$ cat src/rtl/trit_mac.sv
// Balanced-ternary multiply-accumulate: each trit product is rippled into an
// N_TRITS-trit accumulator one trit per cycle; result is held until consumed.
module trit_mac #(
  parameter int unsigned N_TRITS = 9
) (
  input  logic                   clk,
  input  logic                   rst,
  input  logic                   in_valid,
  output logic                   in_ready,
  input  logic [1:0]             a,
  input  logic [1:0]             b,
  input  logic                   in_last,
  output logic                   out_valid,
  input  logic                   out_ready,
  output logic [2*N_TRITS-1:0]   acc,
  output logic                   err,
  output logic                   ovf
);

  localparam int unsigned ACC_W = 2 * N_TRITS;
  localparam int unsigned IDX_W = (N_TRITS > 1) ? $clog2(N_TRITS) : 1;

  localparam logic [1:0] T_POS  = 2'b10;
  localparam logic [1:0] T_ZERO = 2'b00;
  localparam logic [1:0] T_NEG  = 2'b01;
  localparam logic [1:0] T_ERR  = 2'b11;

  typedef enum logic [1:0] {ACCEPT, CARRY, DONE} state_t;

  state_t           state, state_d;
  logic [ACC_W-1:0] acc_d;
  logic             err_d, ovf_d;
  logic [1:0]       carry, carry_d;
  logic [IDX_W-1:0] idx, idx_d;
  logic             last, last_d;

  logic             in_err;
  logic [1:0]       prod;
  logic [1:0]       cur_trit;
  logic [1:0]       new_trit;
  logic [1:0]       new_carry;

  // Trit product of the incoming pair; error codes contribute nothing.
  always_comb begin
    in_err = (a == T_ERR) || (b == T_ERR);
    prod   = T_ZERO;
    if (!in_err && (a != T_ZERO) && (b != T_ZERO)) begin
      prod = (a == b) ? T_POS : T_NEG;
    end
  end

  // One-trit add of the pending carry into the trit selected by idx.
  always_comb begin
    cur_trit = T_ZERO;
    for (int unsigned i = 0; i < N_TRITS; i++) begin
      if (idx == IDX_W'(i)) cur_trit = acc[2*i +: 2];
    end
    new_trit  = T_ZERO;
    new_carry = T_ZERO;
    if (cur_trit == T_ZERO) begin
      new_trit = carry;
    end else if (carry == T_ZERO) begin
      new_trit = cur_trit;
    end else if (cur_trit == carry) begin
      // +/-2 folds to the opposite trit with a same-signed carry out
      new_trit  = (carry == T_POS) ? T_NEG : T_POS;
      new_carry = carry;
    end
  end

  always_comb begin
    state_d = state;
    acc_d   = acc;
    err_d   = err;
    ovf_d   = ovf;
    carry_d = carry;
    idx_d   = idx;
    last_d  = last;
    case (state)
      ACCEPT: begin
        if (in_valid && in_ready) begin
          if (in_err) err_d = 1'b1;
          if (prod == T_ZERO) begin
            state_d = in_last ? DONE : ACCEPT;
          end else begin
            carry_d = prod;
            idx_d   = '0;
            last_d  = in_last;
            state_d = CARRY;
          end
        end
      end
      CARRY: begin
        for (int unsigned i = 0; i < N_TRITS; i++) begin
          if (idx == IDX_W'(i)) acc_d[2*i +: 2] = new_trit;
        end
        if ((new_carry == T_ZERO) || (idx == IDX_W'(N_TRITS - 1))) begin
          // A carry out of the top trit is dropped: the sum wraps mod 3^N_TRITS
          if (new_carry != T_ZERO) ovf_d = 1'b1;
          carry_d = T_ZERO;
          idx_d   = '0;
          state_d = last ? DONE : ACCEPT;
        end else begin
          carry_d = new_carry;
          idx_d   = idx + IDX_W'(1);
        end
      end
      DONE: begin
        if (out_ready) begin
          acc_d   = '0;
          err_d   = 1'b0;
          ovf_d   = 1'b0;
          last_d  = 1'b0;
          state_d = ACCEPT;
        end
      end
      default: state_d = ACCEPT;
    endcase
  end

  always_ff @(posedge clk or posedge rst) begin
    if (rst) begin
      state     <= ACCEPT;
      acc       <= '0;
      err       <= 1'b0;
      ovf       <= 1'b0;
      carry     <= T_ZERO;
      idx       <= '0;
      last      <= 1'b0;
      in_ready  <= 1'b1;
      out_valid <= 1'b0;
    end else begin
      state     <= state_d;
      acc       <= acc_d;
      err       <= err_d;
      ovf       <= ovf_d;
      carry     <= carry_d;
      idx       <= idx_d;
      last      <= last_d;
      in_ready  <= (state_d == ACCEPT);
      out_valid <= (state_d == DONE);
    end
  end

endmodule

$ cat config.mk
export PLATFORM = sky130hd
export DESIGN_NAME = trit_mac
export DESIGN_NICKNAME = d
export VERILOG_FILES = /design/src/rtl/trit_mac.sv
export SDC_FILE = /design/constraint.sdc
export NUM_CORES = 1
export LEC_CHECK = 0
export ABC_AREA = 1
export BUFFER_PORTS_ARGS = -buffer_cell sky130_fd_sc_hd__buf_2
export CORE_ASPECT_RATIO = 1.2
export CORE_UTILIZATION = 51
export CTS_BUF_LIST = sky130_fd_sc_hd__clkbuf_16
export CTS_CLUSTER_SIZE = 28
export DETAILED_ROUTE_END_ITERATION = 8
export GPL_TIMING_DRIVEN = 0
export HOLD_SLACK_MARGIN = 0.02
export PLACE_DENSITY = 0.79
export SYNTH_ARGS = -nofsm -noshare
export SYNTH_HDL_FRONTEND = slang
export SYNTH_SLANG_ARGS = --single-unit
$ cat constraint.sdc
create_clock -name clk -period 2 [get_ports clk]
set_input_delay 0.1 -clock clk [delete_from_list [all_inputs] [get_ports clk]]
set_output_delay 0.1 -clock clk [all_outputs]
set_load 0.02 [all_outputs]
==> flow_metrics.tcl <==
set metrics [dict create \
    status "finished, violations left" \
    violations "negative setup slack" \
    fin_util_pct 68.9 \
    pwr-share-clk_pct 19.0 \
    root_buffer "clkbuf_16" \
    synthFlopType "dfrtp_1" \
    grt_pass1_vias 1754 \
    grt_use_total_pct 25.1 \
    setup.worst_path.start_class "flip-flop" \
    setup_viol 28 \
    worstMarginPinSlew_ps 501 \
    cp_top_family "simple AND/OR/NAND/NOR gates" \
    clock_skew_ps 2.65 \
    grt_max_degree 32 \
    synth.top_cell.area_share_pct 39.0 \
    min_to "last$_DFFE_PP0P_" \
    instances_no_fill 340 \
    timing.final.crit_share_pct 106 \
    start_util_pct 53.0 \
    cts_buffers 5 \
    final_nets 300 \
    portBuffers 30 \
    hold_depth 3 \
    min_period_ps 2120 \
    regToRegSetupSlack_ps -120 \
    power_switching_mw 1.68 \
    pwr-share-comb_pct 53.0 \
    crit-reg2reg-capture "acc[2]$_DFFE_PP0P_" \
    p_int_mw 2.01 \
    num_antenna_cells 0 \
    synth_top_cell_by_area "dfrtp_1" \
    setup_tns_ps -2460 \
    crit_slowest_cell "dfrtp_2" \
    num-fill-cells 299 \
    synth_cells 237 \
    swShare_pct 45.6 \
    min-delay-start "in_last" \
    path_buf_inv 4 \
    multi_input_area_um2 1110 \
    synth-edff-count 0 \
    avgRoutedWirePerCell_um 12.9 \
    synth-seq-cells 31 \
    die-area_um2 4030 \
    area_delta_synth_final_pct 30.1 \
    drc 0 \
    vias_per_cell 5.17 \
    dr.first_iter.drc_count 88 \
    num_io_pins 31 \
    hold_violations 0 \
    critPathCaptureType "flip-flop" \
    grt_setup_unrepaired "true" \
    cts.clk_slew.worst_paths_ps 50 \
    layout_common_cells "nand2_1 (53), buf_2 (30), dfrtp_1 (28), inv_1 (26), o21ai_2 (20)" \
    required_ps 2150 \
    ys_seq_area_share_pct 40.4 \
    rows 24 \
    synth_area_um2 1930 \
    dr.pass1.iters 4 \
    post_synth_num_cell_types 34 \
    clk_latency_ps 280 \
    drv_cap 0 \
    vdd_drop_max_mv 0.720 \
    cellLeakagePower_nw 1.23 \
    synth_warnings 0 \
    max_freq_ghz 0.472 \
    dp.cells 319 \
    ant_nets 0 \
    core_um2 3630 \
    syn_area_per_cell_um2 8.12 \
    cts.sinks 31 \
    cp_max_fo 9 \
    dp_hpwl_um 2990 \
    path_class "flip-flop to flip-flop" \
    worst_r2r_path_depth 11 \
    cts_tree "built" \
    antenna_found_initial 0 \
    layout-drive-gt1-share_pct 39.2 \
    slew_viol_final 0 \
    final_common_cell "nand2_1" \
    vias 1759 \
    grt_overflow 0 \
    routed_wl_um 4370 \
    power_density_nw_per_um2 1470 \
    fin_ws_ps -118 \
    die_x_um 58.1 \
    min_path_type "input port to flip-flop" \
    path_cells "inv_4, ha_4, inv_1, nor3_4, inv_2, or2_1, nand2_4, nand2_2, o211ai_4, buf_12, o21ai_2" \
    dieHeight_um 69.3 \
    syn-num-nets 250 \
    seqPwrFrac_pct 28.0 \
    grt_pass1_wl_um 7680 \
    htreeDepth 2 \
    max_stage_delay_ps 440 \
    async_reset_ff_share_pct 100 \
    relSlewSlack_pct 66.6 \
    reg2reg_from "idx[0]$_DFFE_PP0P_" \
    cts.path.max_buffers 2 \
    register_area_um2 779 \
    hold_slack_ps 134 \
    synthTopCellsByArea "dfrtp_1 (39%), nand2_1 (11%), o21ai_2 (8.6%)" \
    gp_congestion 0.799 \
    critPathArrivalTime_ps 2270 \
]
[worst reg2reg max path, delay by kind of cell (launching register included)]
| kind | cells | cell delay, ps |
|---|---|---|
| and+or+nand+nor | 4 | 670 |
| DFF | 1 | 440 |
| buffers and inverters | 4 | 430 |
| AOI/OAI and AO/OA | 2 | 280 |
| adders and majority gates | 1 | 180 |
[per-stage QoR]
stage | area (um^2) | setup slack (ps) | power [mW]
floorplan | 1940 | 12.9 | 2.26
global placement | 2150 | -255 | 2.65
detailed placement | 2150 | -329 | 2.69
CTS | 2450 | -60.9 | 3.66
global route | 2500 | -261 | 3.93
finish | 2500 | -118 | 3.69
[cell usage after synthesis (all sizes together), types with 2 or more instances]
master and count:
nor3 2, inv 35, o22ai 2, dfrtp 30, nand3 17, o21ai 23, nand2 69, a21oi 8
ha 4, a22oi 3, xor2 2, nand4 7, a31oi 5, nor2 19, or2 2
[per-layer routing]
| metal | track usage [%] | wire [um] | vias up |
|---|---|---|---|
| met5 | 0 | 0 | - |
| met3 | 7.28 | 194 | 10 |
| met1 | 29.1 | 1810 | 827 |
| met2 | 41.5 | 2240 | 46 |
| met4 | 12.2 | 125 | 0 |
| li1 | - | - | 876 |
[flip-flops by register name, indices dropped and copies added, names as in the netlist]
| register | count |
|---|---|
| carry | 2 |
| state | 2 |
| in_ready | 1 |
| acc | 18 |
| ovf | 1 |
| idx | 4 |
| err | 1 |
| out_valid | 1 |
| last | 1 |
[power groups by stage]
stage,clock network [mW],registers (mW),logic (mW)
final,0.701,1.03,1.96
after global routing,0.744,1.06,2.13
after CTS,0.719,1.03,1.91
after detailed placement,0,1.04,1.65
after global placement,0,1.03,1.62
after floorplan,0,1.24,1.03
[final cells by class]
class | instances | area share [%]
multi-input combinational | 171 | 44.4
buffer | 1 | 0.150
clock inverter | 3 | 0.450
timing repair buffer | 41 | 10.8
tap | 52 | 2.60
sequential | 31 | 31.1
inverter | 36 | 5.49
clock buffer | 5 | 5.00
[worst max path at each step]
stage,startpoint,slack [ps],end,cells past startpoint
after floorplan,idx[1]$_DFFE_PP0P_,10,acc[2]$_DFFE_PP0P_,10
after global placement,idx[1]$_DFFE_PP0P_,-260,acc[2]$_DFFE_PP0P_,13
after detailed placement,idx[1]$_DFFE_PP0P_,-330,acc[0]$_DFFE_PP0P_,13
after CTS,idx[0]$_DFFE_PP0P_,-60,acc[3]$_DFFE_PP0P_,18
after global routing,idx[0]$_DFFE_PP0P_,-260,acc[7]$_DFFE_PP0P_,18
final,idx[0]$_DFFE_PP0P_,-120,acc[2]$_DFFE_PP0P_,11
[cell families after synthesis]
kind of cell	share of synthesized area, %
XOR/XNOR	0.910
AND/OR/NAND/NOR	30.7
buffers and inverters	7.21
AO/OA/AOI/OAI	18.2
adder cells (fa/ha/maj)	2.60
flip-flops	40.4
[timing repair]
action | 4_1_cts | 5_1_grt
hold buffers | 0 | 1
resized for setup | 17 | 3
pin swaps | 6 | 2
buffers inserted | 8 | 1
gates cloned | 2 | 0
setup endpoints to repair | 28 | 29
hold endpoints to repair | 0 | 10
Power figures use the tool's default switching activity.
